--- src/rtl/tomasulo_rs_arith.sv ---
// Arithmetic reservation station: holds ADD/SUB/MOV ops until their operands arrive and
// issues the oldest ready op. Each entry owns a CDB tag and is kept until that tag is broadcast.
package tomasulo_rs_arith_pkg;
  localparam int TAG_W   = 4;
  localparam int WORD_W  = 32;
  localparam int ROBID_W = 5;
  localparam int REG_W   = 5;

  typedef logic [1:0]         opcode_t;
  typedef logic [TAG_W-1:0]   tag_t;
  typedef logic [WORD_W-1:0]  word_t;
  typedef logic [ROBID_W-1:0] robid_t;
  typedef logic [REG_W-1:0]   reg_t;

  localparam opcode_t OP_ADD = 2'd0;
  localparam opcode_t OP_SUB = 2'd1;
  localparam opcode_t OP_MOV = 2'd2;

  typedef struct packed {
    logic   vld;
    tag_t   tag;
    word_t  wdata;
    robid_t robid;
    reg_t   wa;
  } cdb_t;

  typedef struct packed {
    opcode_t     op;
    tag_t        tag;
    word_t [1:0] rdata;
    robid_t      robid;
    reg_t        wa;
  } issue_t;
endpackage

// state     | meaning
// ST_FREE   | entry unused, allocatable
// ST_WAIT   | at least one operand pending on the CDB
// ST_READY  | both operands held, eligible for select
// ST_ISSUED | issued, waiting for its own tag on the CDB
module tomasulo_rs_arith
  import tomasulo_rs_arith_pkg::*;
#(
  parameter int N        = 4,
  parameter int TAG_BASE = 1
) (
  input  logic              clk,
  input  logic              rst,
  input  logic              flush,
  input  logic              disp_vld,
  input  opcode_t           disp_op,
  input  logic [1:0]        disp_src_rdy,
  input  tag_t [1:0]        disp_src_tag,
  input  word_t [1:0]       disp_src_data,
  input  robid_t            disp_robid,
  input  reg_t              disp_wa,
  output logic              disp_full_r,
  input  cdb_t              cdb_r,
  input  logic              iss_busy_r,
  output logic              iss_vld_r,
  output issue_t            iss_r
);
  localparam int IDX_W = (N > 1) ? $clog2(N) : 1;

  localparam logic [1:0] ST_FREE   = 2'd0;
  localparam logic [1:0] ST_WAIT   = 2'd1;
  localparam logic [1:0] ST_READY  = 2'd2;
  localparam logic [1:0] ST_ISSUED = 2'd3;

  typedef struct packed {
    opcode_t     op;
    logic [1:0]  rdy;
    tag_t [1:0]  tag;
    word_t [1:0] data;
    robid_t      robid;
    reg_t        wa;
  } entry_t;

  logic [1:0]   state_q [N];
  logic [1:0]   state_d [N];
  entry_t       entry_q [N];
  entry_t       entry_d [N];
  // older_q[i][j] set means entry i was dispatched before entry j
  logic [N-1:0] older_q [N];
  logic [N-1:0] older_d [N];
  logic         iss_vld_q, iss_vld_d;
  logic         full_q, full_d;
  issue_t       iss_q, iss_d;

  logic [N-1:0]     oldest_rdy;
  logic             sel_vld, alloc_vld, do_issue, disp_acc;
  logic [IDX_W-1:0] sel_idx, alloc_idx;
  logic [IDX_W:0]   cnt;
  logic             unused_cdb;

  assign unused_cdb = ^{cdb_r.robid, cdb_r.wa};

  always_comb begin
    oldest_rdy = '0;
    for (int i = 0; i < N; i++) begin
      oldest_rdy[i] = (state_q[i] == ST_READY);
      for (int j = 0; j < N; j++)
        if (j != i && state_q[j] == ST_READY && older_q[j][i]) oldest_rdy[i] = 1'b0;
    end
  end

  always_comb begin
    sel_vld   = 1'b0;
    sel_idx   = '0;
    alloc_vld = 1'b0;
    alloc_idx = '0;
    for (int i = N - 1; i >= 0; i--) begin
      if (oldest_rdy[i]) begin
        sel_vld = 1'b1;
        sel_idx = IDX_W'(i);
      end
      if (state_q[i] == ST_FREE) begin
        alloc_vld = 1'b1;
        alloc_idx = IDX_W'(i);
      end
    end
  end

  assign do_issue = sel_vld & ~iss_busy_r & ~flush;
  assign disp_acc = disp_vld & ~full_q & alloc_vld & ~flush;

  always_comb begin
    state_d   = state_q;
    entry_d   = entry_q;
    older_d   = older_q;
    iss_vld_d = do_issue;
    iss_d     = iss_q;
    cnt       = '0;

    if (do_issue) begin
      iss_d.op    = entry_q[sel_idx].op;
      iss_d.tag   = tag_t'(TAG_BASE) + tag_t'(sel_idx);
      iss_d.rdata = entry_q[sel_idx].data;
      iss_d.robid = entry_q[sel_idx].robid;
      iss_d.wa    = entry_q[sel_idx].wa;
    end

    for (int i = 0; i < N; i++) begin
      case (state_q[i])
        ST_WAIT: begin
          for (int k = 0; k < 2; k++)
            if (!entry_q[i].rdy[k] && cdb_r.vld && cdb_r.tag == entry_q[i].tag[k]) begin
              entry_d[i].rdy[k]  = 1'b1;
              entry_d[i].data[k] = cdb_r.wdata;
            end
          if (&entry_d[i].rdy) state_d[i] = ST_READY;
        end
        ST_READY:  if (do_issue && sel_idx == IDX_W'(i)) state_d[i] = ST_ISSUED;
        ST_ISSUED: if (cdb_r.vld && cdb_r.tag == tag_t'(TAG_BASE + i)) state_d[i] = ST_FREE;
        default: ;
      endcase
    end

    // allocation uses start-of-cycle occupancy, so a slot freed this cycle waits a cycle
    if (disp_acc) begin
      entry_d[alloc_idx].op    = disp_op;
      entry_d[alloc_idx].robid = disp_robid;
      entry_d[alloc_idx].wa    = disp_wa;
      for (int k = 0; k < 2; k++) begin
        entry_d[alloc_idx].tag[k]  = disp_src_tag[k];
        entry_d[alloc_idx].rdy[k]  = disp_src_rdy[k] | (cdb_r.vld && cdb_r.tag == disp_src_tag[k]);
        entry_d[alloc_idx].data[k] = disp_src_rdy[k] ? disp_src_data[k] : cdb_r.wdata;
      end
      state_d[alloc_idx] = (&entry_d[alloc_idx].rdy) ? ST_READY : ST_WAIT;
      older_d[alloc_idx] = '0;
      for (int j = 0; j < N; j++) older_d[j][alloc_idx] = (state_q[j] != ST_FREE);
    end

    if (flush)
      for (int i = 0; i < N; i++) state_d[i] = ST_FREE;

    for (int i = 0; i < N; i++)
      if (state_d[i] != ST_FREE) cnt = cnt + (IDX_W+1)'(1);
    full_d = (cnt == (IDX_W+1)'(N));
  end

  always_ff @(posedge clk) begin
    if (rst) begin
      for (int i = 0; i < N; i++) begin
        state_q[i] <= ST_FREE;
        entry_q[i] <= '0;
        older_q[i] <= '0;
      end
      iss_vld_q <= 1'b0;
      iss_q     <= '0;
      full_q    <= 1'b0;
    end else begin
      state_q   <= state_d;
      entry_q   <= entry_d;
      older_q   <= older_d;
      iss_vld_q <= iss_vld_d;
      iss_q     <= iss_d;
      full_q    <= full_d;
    end
  end

  assign disp_full_r = full_q;
  assign iss_vld_r   = iss_vld_q;
  assign iss_r       = iss_q;
endmodule

--- config.mk ---
export PLATFORM = sky130hd
export DESIGN_NAME = tomasulo_rs_arith
export DESIGN_NICKNAME = d
export VERILOG_FILES = /design/src/rtl/tomasulo_rs_arith.sv
export SDC_FILE = /design/constraint.sdc
export NUM_CORES = 1
export LEC_CHECK = 0
export CAP_MARGIN = 20
export CORE_MARGIN = 2
export CORE_UTILIZATION = 35
export DETAILED_ROUTE_END_ITERATION = 7
export PLACE_DENSITY_LB_ADDON = 0.05
export SETUP_SLACK_MARGIN = 0.15
export SLEW_MARGIN = 10
export SYNTH_ARGS = -nofsm -noshare
export SYNTH_HDL_FRONTEND = slang
export SYNTH_SLANG_ARGS = --single-unit
--- constraint.sdc ---
create_clock -name clk -period 3.9 [get_ports clk]
set_clock_uncertainty 0.2 [all_clocks]
set_input_delay 0.39 -clock clk [delete_from_list [all_inputs] [get_ports clk]]
set_output_delay 0.39 -clock clk [all_outputs]
set_load 0.01 [all_outputs]
==> results of run 1 <==
==> where the power goes <==
group          leakage, nW  internal [mW]  switching [mW]
Sequential            3.60           4.64          0.0458
Combinational         5.60          0.348           0.460
Clock                0.868           2.91            2.04
==> worst register-to-register path, cell delays in order (launching register included) <==
cell,delay [ns]
dfxtp_1,0.32
xnor2_1,0.15
nand3_1,0.10
nor4b_1,0.40
o22a_1,0.26
a22oi_1,0.12
a31oi_1,0.36
ha_1,0.33
nand2b_2,0.20
nand2_1,0.08
ha_1,0.23
a2111oi_2,0.32
o211a_1,0.20
==> final cells by class <==
cell class	count	area (sq um)
clock buffers	82	1620
flip-flops and latches	445	8910
repair buffers	291	3000
clock inverters	17	120
inverters	9	33.8
fillers	6039	35000
well taps	837	1050
multi-input cells	1702	11900
==> worst max path at each step <==
| stage | startpoint | end | slack (ns) | cells after the start |
|---|---|---|---|---|
| after floorplan | cdb_r[45] | disp_full_r$_SDFF_PP0_ | 0.44 | 14 |
| final | cdb_r[43] | disp_full_r$_SDFF_PP0_ | 0.43 | 14 |
| after detailed placement | cdb_r[43] | disp_full_r$_SDFF_PP0_ | -0.14 | 14 |
| after global placement | cdb_r[43] | disp_full_r$_SDFF_PP0_ | 0.002 | 14 |
| after global routing | cdb_r[44] | disp_full_r$_SDFF_PP0_ | 0.19 | 14 |
| after CTS | cdb_r[43] | disp_full_r$_SDFF_PP0_ | 0.48 | 14 |
==> metal layers <==
layer | vias up | track usage [%] | routed length (um)
met2 | 398 | 37.7 | 34200
met5 | - | 0 | 12
li1 | 8835 | - | -
met3 | 127 | 3.33 | 3050
met4 | 2 | 6.19 | 1700
met1 | 8962 | 29.3 | 33100
==> kinds of logic after synthesis <==
| family | Yosys count | synth area share (%) |
|---|---|---|
| XOR/XNOR | 41 | 1.65 |
| flip-flops | 445 | 40.9 |
| AND/OR/NAND/NOR | 619 | 11.8 |
| other | 1 | 0.0172 |
| AO/OA/AOI/OAI | 558 | 17.9 |
| adder cells (fa/ha/maj) | 9 | 0.518 |
| multiplexers | 474 | 22.2 |
| buffers and inverters | 262 | 4.96 |
==> stage by stage <==
stage / utilization, % / cells / cell area (sq um) / setup TNS (ns)
floorplan: - / 2409 / 21800 / 0
global placement: 40.3 / 3284 / 24800 / 0
detailed placement: 40.3 / 3284 / 24800 / -0.144
CTS: 43.1 / 3383 / 26600 / 0
global route: 43.1 / 3383 / 26600 / 0
finish: 43.1 / 3383 / 26600 / 0
==> cells in the final DEF (no fill, tap or decap), types with 4 or more instances in the layout <==
master,Yosys,layout
a211oi_1,262,261
a21oi_1,173,173
a221oi_1,7,7
a31oi_1,4,4
buf_12,0,24
buf_4,4,59
clkbuf_1,197,13
clkbuf_16,0,55
clkbuf_8,0,14
clkdlybuf4s50_1,0,205
clkinv_2,0,13
dfxtp_1,445,445
ha_1,9,9
inv_1,9,9
mux2_2,64,64
mux2i_1,410,410
nand2_1,256,249
nand2_2,0,4
nand3_1,6,6
nand3b_1,11,11
nand4_1,5,5
nor2_1,283,283
nor2b_1,7,7
nor3_1,17,15
nor4_1,4,4
nor4b_1,6,5
o21ai_0,5,5
o22a_1,79,79
o22ai_1,5,5
xnor2_1,21,21
xor2_1,20,20
==> impl_metrics.env, run 1 <==
export IMPL_hold_end="iss_r[47]$_SDFFE_PP0P_"
export IMPL_crit_path_max_fanout=15
export IMPL_grt_max_degree=152
export IMPL_ys_warn_count=0
export IMPL_finalNetCount=2649
export IMPL_crit_type="in -> reg"
export IMPL_grt_pass1_vias=18800
export IMPL_ios=220
export IMPL_pre_cts_ws_ns=-0.144
export IMPL_path_delay_family="compound AO/OA/AOI/OAI gates"
export IMPL_postCtsSetupRepairBufs=0
export IMPL_area_growth_synth_to_final_pct=22.2
export IMPL_vias=18300
export IMPL_status="finished, final reports clean"
export IMPL_wl_um=72100
export IMPL_clk_path_buf_depth=3
export IMPL_drtAntennaViolNets=0
export IMPL_portBuffers=208
export IMPL_hold_path_startpoint="rst"
export IMPL_cts_sinks=445
export IMPL_cts_reportedPaths_clkPinSlew_ns=0.06
export IMPL_rows=91
export IMPL_die_h_um=253
export IMPL_drt_iter0_drc=969
export IMPL_power_density_nw_per_um2=393
export IMPL_yosysTopAreaCell="dfxtp_1"
export IMPL_grt_pass1_wl_um=112000
export IMPL_path_cells="clkdlybuf4s50_1 -> buf_12 -> xor2_1 -> nor3_1 -> a31oi_1 -> o21ai_0 -> o221a_2 -> a31oi_1 -> ha_1 -> nand2b_2 -> nand2_1 -> ha_1 -> a2111oi_2 -> o211a_1"
export IMPL_syn_num_nets=2556
export IMPL_overflow=0
export IMPL_r2r_end="disp_full_r$_SDFF_PP0_"
export IMPL_whs_path_depth=2
export IMPL_vias_per_cell=5.42
export IMPL_dieArea_sq_um=64200
export IMPL_cts_buffers=53
export IMPL_clkLatencyLatePin_ns=0.60
export IMPL_drc=0
export IMPL_slew_headroom_pct=38.3
export IMPL_yosysMostFrequentCell="dfxtp_1"
export IMPL_power_mw=10.4
export IMPL_whs_ns=0.0730
export IMPL_r2r_slack_ns=0.59
export IMPL_worst_slack_ns=0.431
export IMPL_clockRootBuffer="clkbuf_16"
export IMPL_cts_tree="built"
export IMPL_critPathRequiredTime_ns=4.23
export IMPL_first_pass_iters=5
export IMPL_antenna_cells=0
export IMPL_wire_per_inst_um=21.3
export IMPL_hold_violations=0
export IMPL_synth_main_ff_cell="dfxtp_1"
export IMPL_antenna_found_initial=1
export IMPL_synth_cells=2409
export IMPL_synthDistinctLibCells=61
export IMPL_arrival_ns=3.80
export IMPL_endpoint_kind="flip-flop"
export IMPL_grt_use_total_pct=22.3
export IMPL_ys_async_sr_fraction_pct=0
export IMPL_dp_hpwl_um=42500
export IMPL_cts_resized_gates=0
export IMPL_period_share_pct=89.0
export IMPL_worst_path_buf_inv=2
export IMPL_netlist_area_sq_um=21800
export IMPL_worstMarginPinSlew_ns=0.926
export IMPL_fin_crit_ns=3.47
export IMPL_hold_buffers=0
export IMPL_worstRegToRegCells=12
export IMPL_final_setup_viol_count=0
export IMPL_yosysTopAreaCellShare_pct=40.9
export IMPL_yosys_top_cells_count="dfxtp_1, mux2i_1, nor2_1"
export IMPL_holdCritPathClass="in -> reg"
export IMPL_ir_drop_mv=0.302
export IMPL_synth_area_top_cells="dfxtp_1, mux2i_1, a211oi_1"
export IMPL_fmaxAchievable_ghz=0.288
export IMPL_core_area_sq_um=61600
export IMPL_yosysSeqAreaShare_pct=40.9
export IMPL_routabilityCongestion=0.805
export IMPL_cp_slowest_cell="clkdlybuf4s50_1"
export IMPL_cts_htree_levels=2
export IMPL_start_util_pct=35.3
export IMPL_syn_area_per_cell_sq_um=9.03
export IMPL_ys_ff_latch=445
export IMPL_drive_gt1_share_pct=10.3
export IMPL_synth_edf_count=0
export IMPL_die_x_um=253
export IMPL_max_stage_delay_ns=0.51
export IMPL_critPathLaunchType="input port"
export IMPL_rsz0062_at_grt="false"
export IMPL_finalMaxSlewViolations=0
export IMPL_maxCapViolations=0
export IMPL_p_leak_nw=10.1
Note: power is estimated with default switching activity, not from simulation.
==> run 2, diff against run 1 <==
--- a/config.mk
+++ b/config.mk
@@ -9,6 +9,7 @@
 export CORE_MARGIN = 2
 export CORE_UTILIZATION = 35
 export DETAILED_ROUTE_END_ITERATION = 7
+export MAX_ROUTING_LAYER = met4
 export PLACE_DENSITY_LB_ADDON = 0.05
 export SETUP_SLACK_MARGIN = 0.15
 export SLEW_MARGIN = 10
==> impl_metrics.env, run 2 (synthesis gave the netlist of run 1 again) <==
export IMPL_vias_per_cell=5.42
export IMPL_first_pass_iters=6
export IMPL_grt_pass1_vias=18900
export IMPL_dpl_instance_area_sq_um=24800
export IMPL_final_setup_viol_count=0
export IMPL_holdCritPathClass="in -> reg"
export IMPL_ios=220
export IMPL_period_share_pct=88.0
export IMPL_overflow=0
export IMPL_cts_reportedPaths_clkPinSlew_ns=0.06
export IMPL_ir_drop_mv=0.304
export IMPL_critPathLaunchType="input port"
export IMPL_status="finished, final reports clean"
export IMPL_die_h_um=253
export IMPL_cts_buffers=53
export IMPL_layout_common_cells="dfxtp_1, mux2i_1, nor2_1"
export IMPL_finalNetCount=2649
export IMPL_dp_cells=3284
export IMPL_cts_tree="built"
export IMPL_cts_sinks=445
export IMPL_power_mw=10.4
export IMPL_maxCapViolations=0
export IMPL_antenna_found_initial=1
export IMPL_endpoint_kind="flip-flop"
export IMPL_start_util_pct=35.3
export IMPL_vias=18300
export IMPL_hold_violations=0
export IMPL_clk_path_buf_depth=3
export IMPL_clkLatencyLatePin_ns=0.60
export IMPL_slew_headroom_pct=38.8
export IMPL_instances_no_fill=3384
export IMPL_arrival_ns=3.77
export IMPL_final_common_cell="dfxtp_1"
export IMPL_critPathRequiredTime_ns=4.24
export IMPL_routabilityCongestion=0.816
export IMPL_whs_path_depth=2
export IMPL_worstRegToRegCells=12
export IMPL_power_density_nw_per_um2=393
export IMPL_rsz0062_at_grt="false"
export IMPL_fin_crit_ns=3.43
export IMPL_rows=91
export IMPL_wl_um=72400
export IMPL_grt_pass1_wl_um=112000
export IMPL_portBuffers=208
export IMPL_cts_htree_levels=2
export IMPL_postCtsSetupRepairBufs=0
export IMPL_die_x_um=253
export IMPL_wire_per_inst_um=21.4
export IMPL_grt_use_total_pct=22.9
export IMPL_hold_buffers=0
export IMPL_area_growth_synth_to_final_pct=22.2
export IMPL_fin_util_pct=43.2
export IMPL_dp_hpwl_um=42500
export IMPL_drt_iter0_drc=1007
export IMPL_cts_resized_gates=0
export IMPL_crit_type="in -> reg"
export IMPL_core_area_sq_um=61600
export IMPL_drtAntennaViolNets=0
export IMPL_drc=0
export IMPL_fmaxAchievable_ghz=0.291
export IMPL_grt_max_degree=152
export IMPL_drive_gt1_share_pct=10.3
export IMPL_worstMarginPinSlew_ns=0.919
export IMPL_p_leak_nw=10.1
export IMPL_design_area_sq_um=26600
export IMPL_finalMaxSlewViolations=0
export IMPL_clockRootBuffer="clkbuf_16"
export IMPL_crit_path_max_fanout=15
export IMPL_dieArea_sq_um=64200
[run 2: cell types whose count changed in the layout (fill, tap and decap cells not counted)]
cell,previous run,this run
diode_2,0,1
[run 2: cell type report]
class / count / area, sq um
timing repair buffer: 291 / 3000
clock inverter: 17 / 120
inverter: 9 / 33.8
fill: 6038 / 35000
multi-input combinational: 1702 / 11900
clock buffer: 82 / 1620
antenna: 1 / 2.50
sequential: 445 / 8910
tap: 837 / 1050
[run 2: power breakdown]
group          leakage, nW  internal, mW  switching, mW
Sequential            3.60          4.64         0.0460
Clock                0.868          2.91           2.05
Combinational         5.60         0.348          0.460
[run 2: path summary, 6_finish.rpt]
kind | start | end | slack [ns]
worst max-delay path | cdb_r[43] | disp_full_r$_SDFF_PP0_ | 0.47
worst min-delay path | rst | iss_r[47]$_SDFFE_PP0P_ | 0.07
worst max register to register | flip-flop | disp_full_r$_SDFF_PP0_ | 0.62
worst min register to register | iss_r[51]$_SDFFE_PP0P_ | iss_r[51]$_SDFFE_PP0P_ | 0.25
[run 2: per-stage QoR]
stage | setup TNS [ns] | hold slack [ns] | setup WS [ns]
after floorplan | 0 | 0.236 | 0.439
after global placement | 0 | 0.241 | 0.00208
after detailed placement | -0.144 | 0.245 | -0.144
after CTS | 0 | 0.0484 | 0.476
after global routing | 0 | 0.0877 | 0.220
final | 0 | 0.0704 | 0.467
[run 2: routing by layer]
| metal | GRT usage, % | up-vias | routed length (um) |
|---|---|---|---|
| li1 | - | 8828 | - |
| met1 | 29.3 | 9000 | 33400 |
| met2 | 37.7 | 362 | 34400 |
| met3 | 3.24 | 135 | 2800 |
| met4 | 6.19 | 0 | 1740 |
| met5 | - | - | 0 |
[run 2: critical path: stages]
cell and delay, ns:
clkdlybuf4s50_1 0.51, buf_12 0.17, xor2_1 0.16, nor3_1 0.06, a31oi_1 0.46, o21ai_0 0.19
o221a_2 0.16, a31oi_1 0.30, ha_1 0.32, nand2b_2 0.20, nand2_1 0.08, ha_1 0.23
a2111oi_2 0.32, o211a_1 0.20
==> run 3, diff against run 2 <==
--- a/config.mk
+++ b/config.mk
@@ -11,6 +11,7 @@
 export DETAILED_ROUTE_END_ITERATION = 7
 export MAX_ROUTING_LAYER = met4
 export PLACE_DENSITY_LB_ADDON = 0.05
+export RECOVER_POWER = 50
 export SETUP_SLACK_MARGIN = 0.15
 export SLEW_MARGIN = 10
 export SYNTH_ARGS = -nofsm -noshare
==> constraint.sdc (replaced) <==
create_clock -name clk -period 3.8 [get_ports clk]
set_clock_uncertainty 0.2 [all_clocks]
set_input_delay 0.38 -clock clk [delete_from_list [all_inputs] [get_ports clk]]
set_output_delay 0.38 -clock clk [all_outputs]
set_load 0.01 [all_outputs]
==> impl_metrics.env, run 3 (synthesis gave the netlist of run 1 again) <==
export IMPL_fmaxAchievable_ghz=0.297
export IMPL_antenna_found_initial=3
export IMPL_drc=0
export IMPL_clockRootBuffer="clkbuf_16"
export IMPL_ios=220
export IMPL_clk_path_buf_depth=3
export IMPL_path_cells="clkbuf_1 -> o21ai_0 -> nor3_2 -> clkbuf_1 -> nand2_1 -> a21oi_1"
export IMPL_final_common_cell="dfxtp_1"
export IMPL_drive_gt1_share_pct=10.3
export IMPL_area_growth_synth_to_final_pct=22.7
export IMPL_hold_violations=0
export IMPL_netSwitchingPower_mw=2.61
export IMPL_worstMarginPinSlew_ns=1.75
export IMPL_routabilityCongestion=0.809
export IMPL_rsz0062_at_grt="false"
export IMPL_drt_iter0_drc=931
export IMPL_layout_common_cells="dfxtp_1, mux2i_1, nor2_1"
export IMPL_tns_ns=0
export IMPL_cts_resized_gates=0
export IMPL_grt_pass1_vias=18500
export IMPL_postCtsSetupRepairBufs=0
export IMPL_grt_use_total_pct=23.0
export IMPL_slew_headroom_pct=-16.8
export IMPL_fin_crit_ns=3.37
export IMPL_overflow=0
export IMPL_dpl_instance_area_sq_um=24900
export IMPL_drtAntennaViolNets=0
export IMPL_wl_um=72400
export IMPL_cts_htree_levels=2
export IMPL_first_pass_iters=5
export IMPL_endpoint_kind="flip-flop"
export IMPL_failed_checks="capacitance limit, slew limit"
export IMPL_p_int_mw=8.46
export IMPL_core_area_sq_um=61600
export IMPL_worstRegToRegCells=6
export IMPL_crit_path_max_fanout=27
export IMPL_comb_power_share_pct=7.5
export IMPL_dp_hpwl_um=42700
export IMPL_p_leak_nw=10.4
export IMPL_power_share_switching_pct=23.6
export IMPL_p_seq_share_pct=43.4
export IMPL_cts_reportedPaths_clkPinSlew_ns=0.06
export IMPL_die_h_um=253
export IMPL_final_setup_viol_count=0
export IMPL_cpMostUsedCell="clkbuf_1"
export IMPL_maxCapViolations=1
export IMPL_dp_cells=3293
export IMPL_vias=18200
export IMPL_die_x_um=253
export IMPL_wire_per_inst_um=21.3
export IMPL_design_area_sq_um=26700
export IMPL_crit_type="reg -> reg"
export IMPL_cp_slowest_cell="clkbuf_1"
export IMPL_vias_per_cell=5.38
export IMPL_clock_power_share_pct=49.2
export IMPL_critPathLaunchType="flip-flop"
export IMPL_critPathRequiredTime_ns=4.13
export IMPL_grt_pass1_wl_um=111000
export IMPL_finalNetCount=2659
export IMPL_holdCritPathClass="in -> reg"
export IMPL_period_share_pct=88.6
export IMPL_rows=91
export IMPL_clkLatencyLatePin_ns=0.61
export IMPL_finalMaxSlewViolations=28
export IMPL_grt_max_degree=118
export IMPL_arrival_ns=3.70
export IMPL_dieArea_sq_um=64200
export IMPL_ir_drop_mv=0.295
export IMPL_status="finished with violations"
export IMPL_instances_no_fill=3392
export IMPL_cts_sinks=445
export IMPL_cts_buffers=54
export IMPL_hold_buffers=0
export IMPL_start_util_pct=35.3
export IMPL_portBuffers=208
export IMPL_whs_path_depth=2
export IMPL_cts_tree="built"
export IMPL_power_density_nw_per_um2=415
export IMPL_max_stage_delay_ns=1.30
## run 3: critical path: cells and delay by family, from the launching register on
family	cells	cell delay [ns]
AOI/OAI and AO/OA	2	0.44
buffers and inverters	2	1.74
DFF	1	0.33
and+or+nand+nor	2	0.57
## run 3: final timing paths
| path | startpoint | endpoint | slack, ns |
|---|---|---|---|
| worst max-delay path | state_q[6]$_SDFF_PP0_ | flip-flop | 0.43 |
| worst min-delay path | rst | iss_r[75]$_SDFFE_PP0P_ | 0.08 |
| worst max register to register | state_q[6]$_SDFF_PP0_ | flip-flop | 0.43 |
| worst min register to register | iss_r[49]$_SDFFE_PP0P_ | iss_r[49]$_SDFFE_PP0P_ | 0.25 |
## run 3: metal layers
metal / track usage, % / wire length (um) / share of wire (%) / up-vias
met3: 3.24 / 2760 / 3.8 / 105
met5: - / 0 / 0 / -
li1: - / - / - / 8849
met2: 37.5 / 33900 / 47 / 386
met4: 6.17 / 1700 / 2.3 / 0
met1: 29.7 / 34000 / 47 / 8906
## run 3: through the flow
step | power (mW) | utilization, % | hold WS [ns] | setup WS [ns]
3_3_place_gp | 5.73 | 40.5 | 0.241 | -0.0445
2_1_floorplan | 5.38 | - | 0.236 | 0.349
3_5_place_dp | 5.74 | 40.5 | 0.245 | -0.0612
4_1_cts | 11.2 | 43.5 | 0.0424 | 0.552
6_report | 11.1 | 43.3 | 0.0761 | 0.432
5_1_grt | 11.5 | 43.3 | 0.106 | 0.211
## run 3: layout make-up
class	instances	area, sq um
inverters	9	33.8
flip-flops and latches	445	8910
repair buffers	300	3010
well taps	837	1050
clock buffers	81	1630
multi-input cells	1702	11800
clock inverters	16	234
fillers	6028	34900
diodes	2	5.00
## run 3: power groups by stage
stage                     sequential (mW)  combinational, mW  clock, mW
after detailed placement             4.90              0.833          0
after global routing                 4.81              0.900       5.78
after floorplan                      4.89              0.486          0
after CTS                            4.80              0.838       5.60
after global placement               4.90              0.824          0
final                                4.80              0.829       5.44
